$ cat src/rtl/pc_fetch_ctrl.sv
// Fetch-stage program counter: IDLE/RUN/HALTED sequencing, redirect handling
// with a one-entry pending slot for redirects that arrive during a stall.
module pc_fetch_ctrl #(
  parameter int                         ADDRESS_WIDTH = 32,
  parameter int                         DATA_WIDTH    = 32,
  parameter logic [ADDRESS_WIDTH-1:0]   RESET_VECTOR  = '0
) (
  input  logic                     clk,
  input  logic                     rst,
  input  logic                     trigger,
  input  logic                     en_n,
  input  logic                     pcsrc,
  input  logic                     jalr,
  input  logic [ADDRESS_WIDTH-1:0] pc_e,
  input  logic [DATA_WIDTH-1:0]    immext,
  input  logic [DATA_WIDTH-1:0]    alu_result,
  input  logic                     halt,
  output logic [ADDRESS_WIDTH-1:0] pc,
  output logic [ADDRESS_WIDTH-1:0] pcplus4,
  output logic                     valid,
  output logic                     flush,
  output logic                     misalign
);

  localparam logic [1:0] S_IDLE   = 2'd0;
  localparam logic [1:0] S_RUN    = 2'd1;
  localparam logic [1:0] S_HALTED = 2'd2;

  logic [1:0]               r_state;
  logic [ADDRESS_WIDTH-1:0] r_pc;
  logic                     r_pend;
  logic [ADDRESS_WIDTH-1:0] r_pend_tgt;
  logic                     r_misalign;

  logic [ADDRESS_WIDTH-1:0] w_target;
  logic                     w_run;
  logic                     w_misal;

  // Branch immediates are already sign-extended; a signed cast keeps that
  // true if DATA_WIDTH is narrower than the address.
  always_comb begin
    w_target = '0;
    if (jalr) begin
      w_target    = ADDRESS_WIDTH'(alu_result);
      w_target[0] = 1'b0;
    end else begin
      w_target = pc_e + ADDRESS_WIDTH'($signed(immext));
    end
  end

  assign w_run    = (r_state == S_RUN);
  assign w_misal  = (w_target[1:0] != 2'b00);
  assign pc       = r_pc;
  assign pcplus4  = r_pc + ADDRESS_WIDTH'(3'd4);
  assign valid    = w_run;
  assign flush    = w_run & pcsrc;
  assign misalign = r_misalign;

  always_ff @(posedge clk) begin
    if (rst) begin
      r_state    <= S_IDLE;
      r_pc       <= RESET_VECTOR;
      r_pend     <= 1'b0;
      r_pend_tgt <= '0;
      r_misalign <= 1'b0;
    end else begin
      case (r_state)
        S_IDLE: begin
          if (trigger) r_state <= S_RUN;
        end
        S_RUN: begin
          if (pcsrc) begin
            if (w_misal) begin
              r_misalign <= 1'b1;
              r_state    <= S_HALTED;
            end else if (!en_n) begin
              r_pc   <= w_target;
              r_pend <= 1'b0;
            end else begin
              r_pend     <= 1'b1;
              r_pend_tgt <= w_target;
            end
            if (halt) r_state <= S_HALTED;
          end else if (halt) begin
            r_state <= S_HALTED;
          end else if (!en_n) begin
            // A redirect that landed during the stall wins over sequential fetch.
            if (r_pend) begin
              r_pc   <= r_pend_tgt;
              r_pend <= 1'b0;
            end else begin
              r_pc <= pcplus4;
            end
          end
        end
        S_HALTED: ;
        default: r_state <= S_IDLE;
      endcase
    end
  end

endmodule

$ cat config.mk
export PLATFORM = sky130hd
export DESIGN_NAME = pc_fetch_ctrl
export DESIGN_NICKNAME = d
export VERILOG_FILES = /design/src/rtl/pc_fetch_ctrl.sv
export SDC_FILE = /design/constraint.sdc
export NUM_CORES = 1
export LEC_CHECK = 0
export ABC_AREA = 1
export BUFFER_PORTS_ARGS = -buffer_cell sky130_fd_sc_hd__buf_2
export CORE_UTILIZATION = 30
export DETAILED_ROUTE_END_ITERATION = 6
export SLEW_MARGIN = 20
export SYNTH_ARGS = -nofsm -noshare
export SYNTH_HDL_FRONTEND = slang
export SYNTH_SLANG_ARGS = --single-unit
$ cat constraint.sdc
create_clock -name clk -period 1.77 [get_ports clk]
set_clock_uncertainty 0.15 [all_clocks]
set_input_delay 0 -clock clk [delete_from_list [all_inputs] [get_ports clk]]
set_output_delay 0 -clock clk [all_outputs]
set_load 0.03 [all_outputs]
==> results.md <==
- Final worst slack: -0.329 ns
- Run status: finished with violations
- N_diodes: 0
- CP Cell Sequence: ha_4 -> nand2_4 -> nor3_4 -> buf_6 -> inv_6 -> nor2_4 -> nand3_4 -> xor2_4 -> buf_6 -> buf_6
- Max VDD drop: 627 uV
- Core Util, Final: 57.4%
- Die area: 0.0221 mm2
- Count leader, synth: nand2_1
- Post-synth top area share: 21.1%
- Gate Count Post-Synth: 1111
- Max Cap Violations: 0
- Layout cells sized above 1: 44.7%
- FF+latch area: 0.00145 mm2
- Synth Register Bits: 68
- RePlAce Congestion: 0.849
- Final hold violation count: 0
- WHS: 0.0149 ns
- Port bufs: 168
- Clock latency at the later pin of the worst-skew pair: 0.34 ns
- Drt pass-1 iters: 5
- Flop-to-flop setup slack: -0.31 ns
- Total grt overflow: 0
- Worst Setup Path Type: reg2out
- Class of the worst hold path: in2reg
- Post-route ant nets: 0
- Worst-path clk slew: 0.06 ns
- Leak: 0.00636 uW
- Max_slew headroom: 57.5%
- P per Cell Area: 445 mW/mm2
- Ys async rst share: 0%
- Fin. max-slew vios: 0
- First DRT Iteration DRCs: 606
- Ranking of synthesized cells by area: dfxtp_1, nand2_1, inv_1, nand3_1, ha_1
- Failing checks: setup timing
- Final period util: 119%
- Area after DPL: 0.00936 mm2
- Io pins: 170
- Primary FF master, synth: dfxtp_1
- Vias: 8985
- Mapped Nets: 1247
- CP Capture Type: output port
- CP Data Arrival Time: 1.95 ns
- CTS tree: built
- DR vias/cell: 4.92
- Commonest cells post-synth: nand2_1, inv_1, nand3_1, nor2_1, a21oi_1
- Area grow syn2layout: 87.5%
- RSZ-0062 raised after global routing: true
- FILL cells: 1989
- Die Y: 149 um
- Chip width: 149 um
- First-pass GRT wire length: 42.5 mm
- Critical path's largest stage delay: 0.37 ns
- Largest net degree at the start of global routing: 34
- Multi-input gate area: 0.00551 mm2
- CP dominant cell by count: buf_6
- Synth cell types: 47
- Critical path launch point type: flip-flop
- Synth Cell Area: 0.00646 mm2
- Worst Tran Pin Value: 0.633 ns
- WL/cell: 15.5 um
- Vias in the first global route: 8634
- Yosys warns: 0
- Slowest CP cell: dfxtp_4
- Yosys top cell by area: dfxtp_1
- Post-DP HPWL: 20.2 mm
- Core footprint: 0.0211 mm2
- Crit Path Max Fanout: 4
- Post-Route WL: 28.3 mm
- Sequential share of the synthesized area: 21.1%
- Initial antenna violation count: 0
- Layout net count: 1682
- Initial Utilization: 30.6%
- Total GRT Usage: 24.5%
- Crit path time final: 2.10 ns
- WP data required: 1.62 ns
- CTS max path bufs: 2
- Site row count: 53
- Clock Sinks: 68
- Total CTS buffers: 9
- Fmax: 476 MHz
- EDFF count, synth: 0
- Design area: 0.0121 mm2
- # setup viols final: 81
- Syn avg cell area: 5.81 um2
- Overall Power: 5390 uW
- Root Buffer: clkbuf_16
- Drc violations: 0
- Depth of the CTS H-tree: 3
## power by group
part           total [uW]  leakage (uW)  switching [uW]  internal [uW]
clock network        1740      0.000139             664           1070
registers            1600      0.000570            47.2           1550
logic                2050       0.00565            1140            916
## cells in the final DEF (no fill, tap or decap), types with 10 or more instances in the layout
master	n
a21oi_1	51
a21oi_2	18
buf_12	10
buf_2	139
buf_4	184
buf_6	86
clkbuf_16	14
dfxtp_1	41
dfxtp_4	23
dlygate4sd3_1	29
ha_1	30
inv_1	160
inv_2	10
nand2_1	284
nand2_2	34
nand2_4	20
nand3_1	71
nand3_2	24
nand4_1	14
nor2_1	70
nor2_2	11
nor2_4	20
nor3_4	10
o211ai_1	28
o21ai_0	13
o21ai_1	15
o21bai_1	10
or2_2	11
xor2_4	14
## cell type report
class	count	area share (%)
well taps	275	2.84
repair buffers	460	31.5
inverters	178	5.75
flip-flops and latches	68	12.0
clock inverters	1	0.0413
multi-input cells	829	45.5
clock buffers	15	2.30
## per-stage QoR
| stage | worst slack [ns] | TNS, ns | instances |
|---|---|---|---|
| finish | -0.329 | -11.47 | 1826 |
| global route | -0.398 | -18.31 | 1826 |
| CTS | -0.309 | -9.22 | 1807 |
| detailed placement | -0.440 | -22.91 | 1697 |
| global placement | -0.385 | -20.36 | 1697 |
| floorplan | -0.377 | -7.24 | 1111 |
## metal layers
layer  up-vias  global-route usage, %  part of all wire, %
met5         -                      0                    0
li1       4435                      -                    -
met1      4197                   31.0                   43
met2       300                   44.0                   49
met3        53                   2.82                  5.7
met4         0                   5.77                  1.9
## critical path, delay by kind of cell (launching register included)
kind	cells	cell delay, ns
XOR/XNOR	1	0.21
adder cells (fa/ha/maj)	1	0.15
buffers and inverters	4	0.43
flip-flops	1	0.37
AND/OR/NAND/NOR	4	0.44
## state kept, by name, indices dropped and copies added (netlist names)
register,cells
r_pend_tgt,32
r_pend,1
pc,32
misalign,1
r_state,2
## cell families after synthesis
group	share of synthesized area (%)
XOR/XNOR	3.78
adder cells (fa/ha/maj)	6.51
AO/OA/AOI/OAI	15.0
AND/OR/NAND/NOR	40.5
buffers and inverters	13.0
flip-flops	21.1
multiplexers	0.155
## worst paths after layout
| path | startpoint | end | cells after the start |
|---|---|---|---|
| setup / recovery | pc[2] | pcplus4[26] | 10 |
| hold / removal | pcsrc | pc[5] | 4 |
| setup reg to reg | pc[2] | pc[20] | 11 |
| hold reg to reg | r_pend_tgt[0] | r_pend_tgt[0] | 2 |
## timing repair
item | CTS | global route
hold endpoints to repair | 40 | 0
endpoints found under the setup margin | 80 | 93
cloned | 5 | 5
resized for setup | 208 | 161
buffers inserted | 67 | 27
hold buffers | 29 | 0
pin swaps | 86 | 74
Note: power is estimated with default switching activity, not from simulation.
